File: config.mk
export PLATFORM = sky130hd
export DESIGN_NAME = dct_seq_ctrl
export DESIGN_NICKNAME = d
export VERILOG_FILES = /design/src/rtl/dct_ctrl_pkg.sv /design/src/rtl/dct_sel_decode.sv /design/src/rtl/dct_seq_ctrl.sv
export SDC_FILE = /design/constraint.sdc
export NUM_CORES = 1
export LEC_CHECK = 0
export ABC_AREA = 0
export BUFFER_PORTS_ARGS = -buffer_cell sky130_fd_sc_hd__clkbuf_2
export CAP_MARGIN = 20
export CORE_ASPECT_RATIO = 0.9
export CORE_MARGIN = 5
export CORE_UTILIZATION = 53
export DETAILED_ROUTE_END_ITERATION = 8
export GPL_TIMING_DRIVEN = 0
export HOLD_SLACK_MARGIN = 0.08
export PLACE_DENSITY = 0.79
export RECOVER_POWER = 100
export SYNTH_ARGS = -nofsm -noshare
export SYNTH_HDL_FRONTEND = slang
export SYNTH_HIERARCHICAL = 1
export SYNTH_SLANG_ARGS = --single-unit
File: constraint.sdc
create_clock -name clk -period 2.12 [get_ports clk]
set_input_delay 0.424 -clock clk [delete_from_list [all_inputs] [get_ports clk]]
set_output_delay 0.424 -clock clk [all_outputs]
set_load 0.03 [all_outputs]
File: src/rtl/dct_ctrl_pkg.sv
// Shared definitions for the 8-point 1D-DCT sequencer.
//   state_t      : controller states (StClear only when AUTO_CLR_EN is defined)
//   SEL_COMPUTE  : select code that makes the datapath advance one pipeline stage
//   SAMPLES      : samples per block
//   COMPUTE_MIN  : smallest compute-strobe count that still covers stages A..F
//   sel_code()   : sample index -> datapath select code
package dct_ctrl_pkg;

    localparam logic [7:0]  SEL_COMPUTE = 8'h80;
    localparam int unsigned SAMPLES     = 8;
    localparam int unsigned COMPUTE_MIN = 6;
    localparam int unsigned COMPUTE_MAX = 15;

    typedef enum logic [2:0] {
        StLoad,
        StCompute,
        StOutput,
        StHold
`ifdef AUTO_CLR_EN
        , StClear
`endif
    } state_t;

    // Index 0 writes I0 (code 0x00); indices 1..7 use a one-hot code.
    function automatic logic [7:0] sel_code(input logic [2:0] idx);
        if (idx == 3'd0) begin
            return 8'h00;
        end
        return 8'h01 << (idx - 3'd1);
    endfunction

endpackage

File: src/rtl/dct_sel_decode.sv
// Combinational decoder from sample index to datapath select code.
//   idx  : 3-bit sample index
//   code : 8-bit select code placed in dct_sw[15:8]
module dct_sel_decode
    import dct_ctrl_pkg::*;
(
    input  logic [2:0] idx,
    output logic [7:0] code
);

    assign code = sel_code(idx);

endmodule

File: src/rtl/dct_seq_ctrl.sv
// Sequencer for the 8-point 1D-DCT datapath: loads eight samples from a
// valid/ready stream, issues COMPUTE_CYCLES compute strobes, one out strobe,
// then holds a result-valid handshake for the downstream consumer.
// Optional feature macro: AUTO_CLR_EN adds one datapath clear cycle after
// every result handshake; without it dct_clr is tied low.
// Ports:
//   clk, clr_n          : clock, asynchronous active-low reset
//   in_data/valid/ready : sample stream (ready only in LOAD)
//   dct_sw              : {select code, sample data} to the datapath
//   dct_enable/out/clr  : datapath strobes (mutually exclusive)
//   res_valid/ready     : result handshake with the consumer
//   busy                : low only when idle in LOAD at sample index 0
//   blk_cnt             : completed-block counter, wraps silently
module dct_seq_ctrl
    import dct_ctrl_pkg::*;
#(
    parameter int unsigned COMPUTE_CYCLES = 6,
    parameter int unsigned BLK_CNT_W      = 16
) (
    input  logic                 clk,
    input  logic                 clr_n,
    input  logic [7:0]           in_data,
    input  logic                 in_valid,
    output logic                 in_ready,
    output logic [15:0]          dct_sw,
    output logic                 dct_enable,
    output logic                 dct_out,
    output logic                 dct_clr,
    output logic                 res_valid,
    input  logic                 res_ready,
    output logic                 busy,
    output logic [BLK_CNT_W-1:0] blk_cnt
);

    if ((COMPUTE_CYCLES < COMPUTE_MIN) || (COMPUTE_CYCLES > COMPUTE_MAX)) begin : g_bad_cycles
        $error("dct_seq_ctrl: COMPUTE_CYCLES must be within 6..15");
    end

    state_t     state;
    logic [2:0] idx;
    logic [3:0] cmp_cnt;
    logic [7:0] sel;
    logic       accept;

    assign accept = in_valid & in_ready;

    dct_sel_decode u_sel_decode (
        .idx  (idx),
        .code (sel)
    );

    // All outputs are registered; each state sets the outputs that must be
    // visible during the following cycle. The datapath treats sw=0 as a write
    // to I0, so dct_enable defaults low on every edge.
    always_ff @(posedge clk or negedge clr_n) begin
        if (!clr_n) begin
            state      <= StLoad;
            idx        <= 3'd0;
            cmp_cnt    <= 4'd0;
            dct_sw     <= 16'h0000;
            dct_enable <= 1'b0;
            dct_out    <= 1'b0;
            res_valid  <= 1'b0;
            in_ready   <= 1'b0;
            busy       <= 1'b0;
            blk_cnt    <= '0;
`ifdef AUTO_CLR_EN
            dct_clr    <= 1'b0;
`endif
        end else begin
            dct_enable <= 1'b0;
            dct_out    <= 1'b0;
`ifdef AUTO_CLR_EN
            dct_clr    <= 1'b0;
`endif
            unique case (state)
                StLoad: begin
                    in_ready <= 1'b1;
                    busy     <= (idx != 3'd0);
                    if (accept) begin
                        dct_sw     <= {sel, in_data};
                        dct_enable <= 1'b1;
                        busy       <= 1'b1;
                        if (idx == 3'(SAMPLES - 1)) begin
                            idx      <= 3'd0;
                            cmp_cnt  <= 4'(COMPUTE_CYCLES - 1);
                            in_ready <= 1'b0;
                            state    <= StCompute;
                        end else begin
                            idx <= idx + 3'd1;
                        end
                    end
                end
                StCompute: begin
                    dct_sw     <= {SEL_COMPUTE, 8'h00};
                    dct_enable <= 1'b1;
                    if (cmp_cnt == 4'd0) begin
                        state <= StOutput;
                    end else begin
                        cmp_cnt <= cmp_cnt - 4'd1;
                    end
                end
                StOutput: begin
                    dct_out <= 1'b1;
                    state   <= StHold;
                end
                StHold: begin
                    if (res_valid && res_ready) begin
                        res_valid <= 1'b0;
                        blk_cnt   <= blk_cnt + BLK_CNT_W'(1);
`ifdef AUTO_CLR_EN
                        dct_clr   <= 1'b1;
                        state     <= StClear;
`else
                        in_ready  <= 1'b1;
                        busy      <= 1'b0;
                        state     <= StLoad;
`endif
                    end else begin
                        res_valid <= 1'b1;
                    end
                end
`ifdef AUTO_CLR_EN
                StClear: begin
                    in_ready <= 1'b1;
                    busy     <= 1'b0;
                    state    <= StLoad;
                end
`endif
                default: begin
                    state <= StLoad;
                end
            endcase
        end
    end

`ifndef AUTO_CLR_EN
    assign dct_clr = 1'b0;
`endif

    a_strobe_excl: assert property (@(posedge clk) disable iff (!clr_n)
        $onehot0({dct_enable, dct_out, dct_clr}))
        else $error("dct_seq_ctrl: datapath strobes overlap");

endmodule

==> metrics list, run 1 <==
* Number of max-slew violations in the final report: 0
- Setup repair after global routing missed its margin: false
* Floorplan row count: 22
- Stages on worst setup path: 7
- Data arrival time at the worst-slack endpoint: 2.09 ns
- In this run the tool buffered the top-level ports with 48 buffer cells.
- Post-synth cell types: 35
- Clk root buf: sky130_fd_sc_hd__clkbuf_8
- The first global-routing pass estimated 7.07 mm of wire.
* Horizontal die dimension: 77.3 um
- Most numerous cell types in the synthesized netlist: sky130_fd_sc_hd__dfrtp_1 (46), sky130_fd_sc_hd__a22o_1 (15), sky130_fd_sc_hd__xnor2_1 (14), sky130_fd_sc_hd__nand2_1 (12)
- Count of mapped cells out of synthesis: 186
- Number of cells on the worst hold path: 2
* LEAKAGE: 1.20 nW
* Max_slew headroom: 0.326
- After the last flow step, the layout net total stands at 265.
- Data on the critical path is required at its endpoint by 2.36 ns.
- In this run the worst path has a maximum fanout of 10.
* Worst slack on hold paths: 0.336 ns
* Peak supply drop: 0.703 mV
- Max-cap violations in this run came to 0.
- Length of routed met2 wiring: 1.87 mm
* Vias in the first global route: 1495
- Element type at the critical path end: flop
* First-pass DRT Iterations: 4
* Worst hold path type: input port to flop
* EDFF count, synth: 0
- Crit path max-delay family: buffers and inverters
- Avg WL per Cell: 14.0 um
- Share of the clock period used by the worst path after layout: 0.873
* Number of failing hold endpoints at the final stage: 0
- Post-DP HPWL: 2.99 mm
- Cell internal power dissipation: 2.04 mW
- Layout Skew: 0.00751 ns
- Of the cells placed in the final design, the portion with a size suffix greater than 1 is 0.139.
* Clock tree from TritonCTS: done
- Ranking of synthesized cells by area: sky130_fd_sc_hd__dfrtp_1 (53%), sky130_fd_sc_hd__a22o_1 (6.1%), sky130_fd_sc_hd__ha_1 (5.8%)
- For this design the top-level I/O count stands at 50.
- By startpoint and endpoint, the worst setup path is classified as flop to flop.
- Highest clock rate: 540 MHz
* Number of warning messages in the yosys log: 6
- Among all cell types in the netlist, the one instantiated most often is sky130_fd_sc_hd__dfrtp_1.
- After clock tree synthesis, the setup repair step added 0 buffers.
- After the flow finishes, the layout carries non-filler instances totaling 292.
* Vertical extent of the die: 70.6 um
* Fin Setup TNS: 0 ns
* Critical path buffers and inverters: 3
- Die footprint: 5450 um2
- Power share of the sequential group: 0.399
- The run finished with clean final reports.
- The synthesized netlist occupies a cell area of 2160 um2.
- Library cell with the largest summed area after synthesis: sky130_fd_sc_hd__dfrtp_1
- DR vias: 1530
- The initial utilization of the core area, before any placement, comes to 0.537.
- Signal routing reaches up to met4.
* Clock buffer depth: 2
- The filler cells instantiated in the layout total 346.
- Clock sink count: 46
- Post-route DRC violation count: 0
- Growth of design area from synthesis to finish: 17.5%
- Among all flip-flop cells after synthesis, the most frequent one is sky130_fd_sc_hd__dfrtp_1.
- The congestion estimate from routability-driven global placement came to 0.810.
* Startpoint Class: flop
- In this run, synthesis produced a sequential element count of 46.
- Critical Path Max Stage Delay: 0.43 ns
- Placed Cells: 283
- Crit-path slowest cell: sky130_fd_sc_hd__dfrtp_1
* Detailed router's first-iteration violation count: 81
- Via-to-Cell Ratio: 5.24
- Antenna cells: 0
* Part of the Yosys area used for sequential elements: 0.533
* Syn_area_per_cell: 11.6 um2
- Entering global routing, the biggest net connects 32 pins.
* Pwr Density: 1390 nW/um2
- Clock power share: 0.182
- For the pin with the worst max-slew slack, the measured transition is 1.01 ns.
* Number of nets produced by synthesis: 208
- The share of total power dissipated in combinational logic is 0.420.
- Gr ovfl total: 0
* Number of levels in the clock H-tree: 2
* Core area: 4020 um2
- The clock reaches the later pin of the worst-skew pair after 0.30 ns.
- Total global-route track usage: 0.160
- Area share of the largest cell type after synthesis: 0.533
- The signal on the critical path passes through inv_1 > ha_1 > buf_4 > nand3_4 > nor2_2 > clkbuf_1 > a22o_1.
- The number of antenna violations at the first check in global routing was 0.
* Post-synth ARST share: 1.00
- Clock tree synthesis inserted a total of 5 buffers.
- After detailed routing, the met3 layer carries 286 um of wire.
* # setup viols final: 0
- In this run the power spent charging and discharging nets is 1.49 mW.
- After clock tree synthesis, the clock-pin slew on the worst setup and hold paths is 0.09 ns.
* Length of routed wiring on met1: 1.88 mm
- Of the total power, the share spent switching nets is 0.422.
- Counting cells, the worst reg-to-reg path comes to 7.
- The detail route stage leaves a number of antenna-violating nets equal to 0.
- Post-Route WL: 4.10 mm
* Post-layout minimum cycle time: 1.85 ns
-- worst register-to-register path, stage by stage, from the launching register on --
cell,delay [ns]
sky130_fd_sc_hd__dfrtp_1,0.43
sky130_fd_sc_hd__inv_1,0.11
sky130_fd_sc_hd__ha_1,0.15
sky130_fd_sc_hd__buf_4,0.16
sky130_fd_sc_hd__nand3_4,0.14
sky130_fd_sc_hd__nor2_2,0.24
sky130_fd_sc_hd__clkbuf_1,0.38
sky130_fd_sc_hd__a22o_1,0.20
-- cell usage in the layout, fill, tap and decap left out, drive strengths merged, types with 7 or more instances in the layout --
cell	count
inv	10
nand3	8
nor2	10
a22o	15
xnor2	14
ha	10
dfrtp	46
o21ai	7
clkbuf	56
nand2	12
-- area by class of cell --
type | count | area (um2) | share of cell area
plain buffers | 7 | 48.8 | 0.0192
well taps | 48 | 60.1 | 0.0237
clock buffers | 6 | 72.6 | 0.0286
multi-input cells | 123 | 907 | 0.357
clock inverters | 2 | 37.5 | 0.0148
flip-flops and latches | 46 | 1150 | 0.454
repair buffers | 50 | 223 | 0.0878
inverters | 10 | 37.5 | 0.0148
-- metal layers --
layer | global-route usage | vias to the layer above
met2 | 0.248 | 39
met5 | 0 | -
li1 | - | 755
met1 | 0.220 | 729
met4 | 0.0573 | 0
met3 | 0.0420 | 7
-- flip-flops by register name, indices dropped and copies added, names as in the netlist --
signal      flops
dct_enable      1
idx             3
blk_cnt        16
res_valid       1
state           2
dct_sw         16
busy            1
in_ready        1
dct_out         1
cmp_cnt         4
-- stage by stage --
| step | setup slack, ns | utilization | power (mW) | instance area [um2] |
|---|---|---|---|---|
| 2_1_floorplan | 0.481 | - | 2.56 | 2160 |
| 3_3_place_gp | 0.323 | 0.612 | 2.93 | 2460 |
| 3_5_place_dp | 0.303 | 0.617 | 2.98 | 2480 |
| 4_1_cts | 0.257 | 0.647 | 3.63 | 2600 |
| 5_1_grt | 0.107 | 0.631 | 3.80 | 2540 |
| 6_report | 0.269 | 0.631 | 3.53 | 2540 |
-- cells by family after synthesis --
group	share of synthesized area
mux	0.0249
buf+inv	0.0423
other cells	0.00348
simple gates	0.152
xor+xnor	0.0608
fa+ha+maj	0.0579
flops	0.533
compound gates	0.125
-- repair_timing --
item                      4_1_cts  5_1_grt
hold endpoints to repair       11        0
resized for setup               0        0
hold buffers                    1        0
-- worst paths after layout --
path | start | endpoint | slack, ns
setup / recovery | state[0] | dct_sw[9] | 0.27
hold / removal | in_data[6] | dct_sw[6] | 0.34
setup reg to reg | state[0] | dct_sw[9] | 0.27
hold reg to reg | blk_cnt[15] | blk_cnt[15] | 0.48
max in group asynchronous | clr_n | blk_cnt[0] | 0.62
min in group asynchronous | clr_n | cmp_cnt[0] | 0.81
-- power groups by stage --
stage / clock (mW) / sequential [mW] / combinational, mW
global route: 0.690 / 1.46 / 1.65
CTS: 0.650 / 1.41 / 1.57
floorplan: 0 / 1.73 / 0.823
finish: 0.641 / 1.41 / 1.48
global placement: 0 / 1.41 / 1.52
detailed placement: 0 / 1.43 / 1.55
No activity file was read; power rests on OpenSTA's default activity.
==> inputs of run 2 (changes only) <==
- BUFFER_PORTS_ARGS: -buffer_cell sky130_fd_sc_hd__clkbuf_2 -> not set
- CORE_UTILIZATION: 53 -> 62
- DONT_BUFFER_PORTS: not set -> 1
- PLACE_DENSITY: 0.79 -> 0.78
- SLEW_MARGIN: not set -> 20
==> metrics list, run 2 (synthesis gave the netlist of run 1 again) <==
- The largest fanout on the critical path was 11 (+1).
- First-pass DRT Iterations: 4 (unchanged)
* Most common cell after layout, fill and taps aside: sky130_fd_sc_hd__dfrtp_1
* Reg clk slew, reported paths: 0.09 ns (about the same)
* Starting density of the core: 0.639 (+0.102)
- Setup repair after global routing left no endpoint under its margin.
* Post-Route WL: 4.09 mm (-0.32%)
* Element type at the critical path end: flop
- In this run the clock root is driven by a sky130_fd_sc_hd__clkbuf_8.
* Vertical extent of the die: 66.0 um (-6.5%)
- Clock sink count: 46 (unchanged)
- Highest clock rate: 545 MHz (+0.81%)
- # setup viols final: 0 (unchanged)
* Avg WL per Cell: 17.0 um (+21%)
- The worst-case clock skew is 0.00637 ns (-0.00115 ns).
- Fin Setup TNS: 0 ns (unchanged)
* Post-route DRC violation count: 0 (unchanged)
- The HPWL after detailed placement is 2.92 mm (-2.5%).
- The transition time at the pin with the least slew margin is 1.09 ns (+0.0777 ns).
* Proportion of layout cells with a drive suffix above 1: 0.128 (-0.0118)
- The mean number of vias per cell came to 5.77 (+10%).
- The hold violation total from the final report is 0 (unchanged).
- Antenna violations before repair: 0 (unchanged)
- The number of buffers added on ports came to 0 (-100%).
- The residual overflow from global routing came to 0 (unchanged).
* Total global-route track usage: 0.193 (+0.0327)
- The post-route cell area came to 2320 um2 (-8.6%).
- Worst hold path type: input port to flop
- CP most frequent cell: sky130_fd_sc_hd__ha_1
* Final standard cell count with taps included and fillers excluded: 240 (-18%)
- LEAKAGE: 1.10 nW (-8.1%)
- Startpoint Class: flop
- Max_slew headroom: 0.274 (-0.0518)
- Setup Crit Path Kind: flop to flop
* Floorplan row count: 20 (-9.1%)
* DR vias: 1385 (-9.5%)
- The total design power is 3.42 mW (-3.2%).
- Count of pins on the block boundary: 50 (unchanged)
- The area after detailed placement was 2210 um2 (-11%).
- Walking the worst path, the cells encountered are ha_1 > ha_1 > nand3_1 > nand2_1 > and3_1 > mux2_2.
- The final-report max-slew violation count is 0 (unchanged).
* Final Net Count: 217 (-18%)
- The number of placed cells counting well taps is 230 (-19%).
- The final worst setup slack was 0.284 ns (+0.0148 ns).
* Growth of design area from synthesis to finish: 7.36%
- Horizontal die dimension: 72.2 um (-6.6%)
- The largest registers in the layout are blk_cnt x16, dct_sw x16, cmp_cnt x4.
- The required time reported for the critical path endpoint came to 2.30 ns (-0.06 ns).
- Detail Route Antenna Nets: 0 (unchanged)
- The ratio of final minimum period to clock period was 0.866 (-0.00699).
- The run finished with clean final reports.
- The post-placement worst setup slack came to 0.300 ns (-0.00283 ns).
- The biggest cell delay along the critical path was 0.50 ns (+0.07 ns).
- Post-layout minimum cycle time: 1.84 ns (-0.0148 ns)
- The post-CTS setup buffer count came to 0 (unchanged).
* Clock buffer depth: 2 (unchanged)
- Commonest cells after routing, fill and taps aside: sky130_fd_sc_hd__dfrtp_1 (46), sky130_fd_sc_hd__a22o_1 (15), sky130_fd_sc_hd__xnor2_1 (14), sky130_fd_sc_hd__nand2_1 (12)
- Detailed router's first-iteration violation count: 133 (+64%)
* RD Place Congestion: 0.757 (-6.5%)
- Largest net degree at the start of global routing: 47 (+47%)
* Number of levels in the clock H-tree: 2 (unchanged)
- Pwr Density: 1470 nW/um2 (+6.0%)
- Data arrival time at the worst-slack endpoint: 2.02 ns (-0.07 ns)
* Wire length of the first global-routing pass: 7.05 mm (-0.20%)
* Die footprint: 4770 um2 (-13%)
* Reported max-cap violation count: 0 (unchanged)
- TritonCTS built the clock tree.
- Antenna cells: 0 (unchanged)
- Crit-path slowest cell: sky130_fd_sc_hd__dfrtp_1
* Total clock buffers created by CTS: 5 (unchanged)
* Clock latency reported for the late side of the worst-skew pair: 0.29 ns (about the same)
- The number of global-route vias before repair was 1469 (-1.7%).
* Peak supply drop: 0.725 mV (+3.2%)
* Core area: 3380 um2 (-16%)
run 2: changes by cell type in the layout (fill, tap and decap cells not counted):
cell | before | now
sky130_fd_sc_hd__a21boi_2 | 0 | 1
sky130_fd_sc_hd__a21boi_4 | 1 | 0
sky130_fd_sc_hd__buf_12 | 1 | 0
sky130_fd_sc_hd__clkbuf_1 | 41 | 2
sky130_fd_sc_hd__clkbuf_2 | 10 | 2
run 2: what timing repair did:
action                     4_1_cts  5_1_grt
hold buffers                     2        0
hold endpoints to repair        46        0
gates resized for setup          0        0
setup endpoints to repair        0        0
run 2: cell type report:
type	count	area, um2
tap	44	55.1
inverter	10	37.5
fill	249	1060
timing repair buffer	2	15.0
clock inverter	2	37.5
buffer	7	50.0
clock buffer	6	72.6
multi-input combinational	123	900
sequential	46	1150
run 2: through the flow:
step | util | hold WS [ns]
global placement | 0.656 | 0.129
detailed placement | 0.656 | 0.130
CTS | 0.699 | 0.251
floorplan | - | 0.128
global route | 0.686 | 0.254
finish | 0.686 | 0.263
run 2: worst paths after layout:
check | start | end | slack (ns) | depth (start not counted)
setup / recovery | idx[0] | state[1] | 0.28 | 6
max in group asynchronous | clr_n | idx[2] | 0.56 | 2
hold / removal | in_data[2] | dct_sw[2] | 0.26 | 1
setup reg to reg | idx[0] | state[1] | 0.28 | 6
min in group asynchronous | clr_n | dct_sw[3] | 0.89 | 2
hold reg to reg | cmp_cnt[1] | cmp_cnt[1] | 0.52 | 1
run 2: critical path, delay by kind of cell (launching register included):
family	cells	cell delay (ns)
adder cells (fa/ha/maj)	2	0.38
flip-flops	1	0.50
multiplexers	1	0.34
AND/OR/NAND/NOR	3	0.50
run 2: report_power, final:
group | switching (mW) | internal (mW)
Sequential | 0.664 | 1.14
Combinational | 0.516 | 0.467
Clock | 0.285 | 0.352
run 2: layer usage:
layer  vias to the layer above  global-route usage  wire length, um
met5                         -                   0                0
met4                         0              0.0704               47
met3                         5              0.0714              384
met2                        41               0.315             1960
met1                       681               0.233             1690
li1                        658                   -                -
==> inputs of run 3 (changes only) <==
- CELL_PAD_IN_SITES_DETAIL_PLACEMENT: not set -> 0
- CELL_PAD_IN_SITES_GLOBAL_PLACEMENT: not set -> 2
- CORE_UTILIZATION: 62 -> 40
- PLACE_DENSITY: 0.78 -> not set
- PLACE_DENSITY_LB_ADDON: not set -> 0.1
==> metrics list, run 3 (synthesis gave the netlist of run 1 again) <==
- The residual overflow from global routing was 0 (unchanged).
* Count of pins on the block boundary: 50 (unchanged)
- LEAKAGE: 1.10 nW (about the same)
* First-pass DRT Iterations: 4 (unchanged)
* Number of cells on the worst hold path: 1 (unchanged)
- The violation count after the first detailed-routing iteration is 28 (-79%).
- TritonCTS built the clock tree.
- RD Place Congestion: 0.713 (-5.8%)
* Die footprint: 6970 um2 (+46%)
* Most common cell after layout, fill and taps aside: sky130_fd_sc_hd__dfrtp_1
- The routed wirelength normalized by instance count was 15.5 um (-9.0%).
- The endpoint identified for the worst register-to-register timing path is dct_sw[10].
- Wire length of the first global-routing pass: 6.93 mm (-1.7%)
- Reg clk slew, reported paths: 0.09 ns (about the same)
- Depth of the worst register-to-register path: 7 (+1)
- # setup viols final: 0 (unchanged)
* Crit. Startpoint: state[0]
- Floorplan row count: 25 (+25%)
- The worst-case clock skew came to 0.00389 ns (-0.00248 ns).
- The max-cap violation count is 0 (unchanged).
- The core area was 5260 um2 (+56%).
- The number of antenna diodes is 0 (unchanged).
* Worst hold path type: input port to flop
* Share of the clock period used by the worst path after layout: 0.868 (+0.00157)
- The worst setup slack for register-to-register paths came to 0.28 ns (about the same).
* Commonest cells after routing, fill and taps aside: sky130_fd_sc_hd__dfrtp_1 (46), sky130_fd_sc_hd__a22o_1 (15), sky130_fd_sc_hd__xnor2_1 (14), sky130_fd_sc_hd__nand2_1 (12)
- Compared with the post-synthesis result, the final layout area differs by 7.82%.
- The power density over cell area came to 1410 nW/um2 (-4.2%).
- Pre-CTS setup slack: 0.282 ns (-0.0182 ns)
- The tightest slew margin relative to the limit was 0.248 (-0.0258).
- Final WS setup: 0.281 ns (-0.00333 ns)
- Total global-route track usage: 0.127 (-0.0659)
- Post-Route WL: 4.08 mm (-0.27%)
- The run finished with clean final reports.
- The setup TNS after final layout was 0 ns (unchanged).
- Number of levels in the clock H-tree: 2 (unchanged)
- Worst setup path end: dct_sw[10]
- The mean number of vias per cell is 5.25 (-9.1%).
- Total area of multi-input combinational cells: 907 um2 (+0.83%)
* Total clock buffers created by CTS: 5 (unchanged)
- The maximum number of pins on one net before global-route repair is 47 (unchanged).
- The remaining antenna violation count after routing was 0 (unchanged).
- The hold violation total from the final report came to 0 (unchanged).
- Clock sink count: 46 (unchanged)
- Horizontal die dimension: 87.5 um (+21%)
- The worst IR drop on VDD was 0.583 mV (-20%).
- Startpoint of the worst register-to-register path: state[0]
* Highest clock rate: 544 MHz (-0.18%)
- The buffer depth of the longest clock path came to 2 (unchanged).
- The number of buffers added on ports is 0 (unchanged).
* Post-DP HPWL: 2.97 mm (+1.7%)
- The post-detailed-route DRC marker count came to 0 (unchanged).
* Vias in the first global route: 1379 (-6.1%)
- The post-route minimum period was 1.84 ns (+0.00333 ns).
- Area taken by flip-flops and latches: 1150 um2 (unchanged)
* Element type at the critical path end: flop
- The post-CTS setup buffer count was 0 (unchanged).
- Largest registers: blk_cnt x16, dct_sw x16, cmp_cnt x4
* Proportion of layout cells with a drive suffix above 1: 0.133 (+0.00510)
* DR vias: 1380 (-0.36%)
* Data arrival time at the worst-slack endpoint: 2.07 ns (+0.05 ns)
- The insertion delay to the later sink of the worst-skew pair came to 0.29 ns (about the same).
* Startpoint Class: flop
- The number of antenna violations at the first check in global routing is 0 (unchanged).
* Vertical extent of the die: 79.7 um (+21%)
- The initial standard-cell utilization of the core came to 0.411 (-0.228).
* Clk root buf: sky130_fd_sc_hd__clkbuf_8
* Maximum fanout along the worst path: 10 (-1)
- Number of fill cells in the layout: 495 (+99%)
* Setup Crit Path Kind: flop to flop
- Final Net Count: 217 (unchanged)
* Setup repair after global routing missed its margin: false
* Required time of the critical path: 2.35 ns (+0.05 ns)
- Number of max-slew violations in the final report: 0 (unchanged)
* Worst-Margin Slew: 1.13 ns (+0.0388 ns)
## run 3: cell count changes in the layout (fill, tap and decap cells not counted), sizes merged
| cell | before | now |
|---|---|---|
| clkinv | 0 | 2 |
| bufinv | 1 | 0 |
| clkbuf | 9 | 8 |
## run 3: how the worst min path moves through the flow
stage	startpoint	slack (ns)	endpoint
detailed placement	clr_n	0.13	dct_sw[6]
global placement	clr_n	0.13	dct_sw[6]
global route	in_data[7]	0.24	dct_sw[7]
CTS	in_data[7]	0.24	dct_sw[7]
floorplan	clr_n	0.13	blk_cnt[0]
finish	in_data[7]	0.25	dct_sw[7]
## run 3: timing repair
item                                    CTS  global route
endpoints found under the setup margin    0             0
hold buffers                              2             0
endpoints found under the hold margin    46             0
resized for setup                         0             0
## run 3: critical path, cell delays in order, from the launching register on
cell and delay [ns]:
sky130_fd_sc_hd__dfrtp_1 0.41, sky130_fd_sc_hd__inv_1 0.10, sky130_fd_sc_hd__ha_1 0.20, sky130_fd_sc_hd__buf_4 0.16, sky130_fd_sc_hd__nand3_4 0.13, sky130_fd_sc_hd__a21boi_4 0.29, sky130_fd_sc_hd__clkbuf_2 0.28, sky130_fd_sc_hd__a22o_1 0.19
## run 3: layout make-up
class / instances / share of cell area
clock buffer: 5 / 0.0296
buffer: 7 / 0.0188
tap: 67 / 0.0360
clock inverter: 3 / 0.00913
sequential: 46 / 0.494
inverter: 10 / 0.0161
multi-input combinational: 123 / 0.390
timing repair buffer: 2 / 0.00645
## run 3: layer usage
layer	track usage	part of all wire	vias to the layer above	routed length (um)
met2	0.191	0.45	37	1840
met3	0.0516	0.093	5	379
li1	-	-	666	-
met5	0	0	-	0
met1	0.166	0.45	672	1820
met4	0.0414	0.0098	0	40
## run 3: stage by stage
stage               std cells  power, mW  instance area [um2]  hold WS (ns)   util
floorplan                 186       2.56                 2160         0.128      -
global placement          253       2.76                 2240         0.130  0.427
detailed placement        253       2.82                 2240         0.130  0.427
CTS                       263       3.39                 2370         0.243  0.451
global route              263       3.56                 2330         0.240  0.443
finish                    263       3.29                 2330         0.255  0.443
## run 3: where the power goes
group | leakage (nW) | switching, mW | internal (mW)
Combinational | 0.460 | 0.505 | 0.458
Clock | 0.0441 | 0.301 | 0.232
Sequential | 0.594 | 0.658 | 1.14
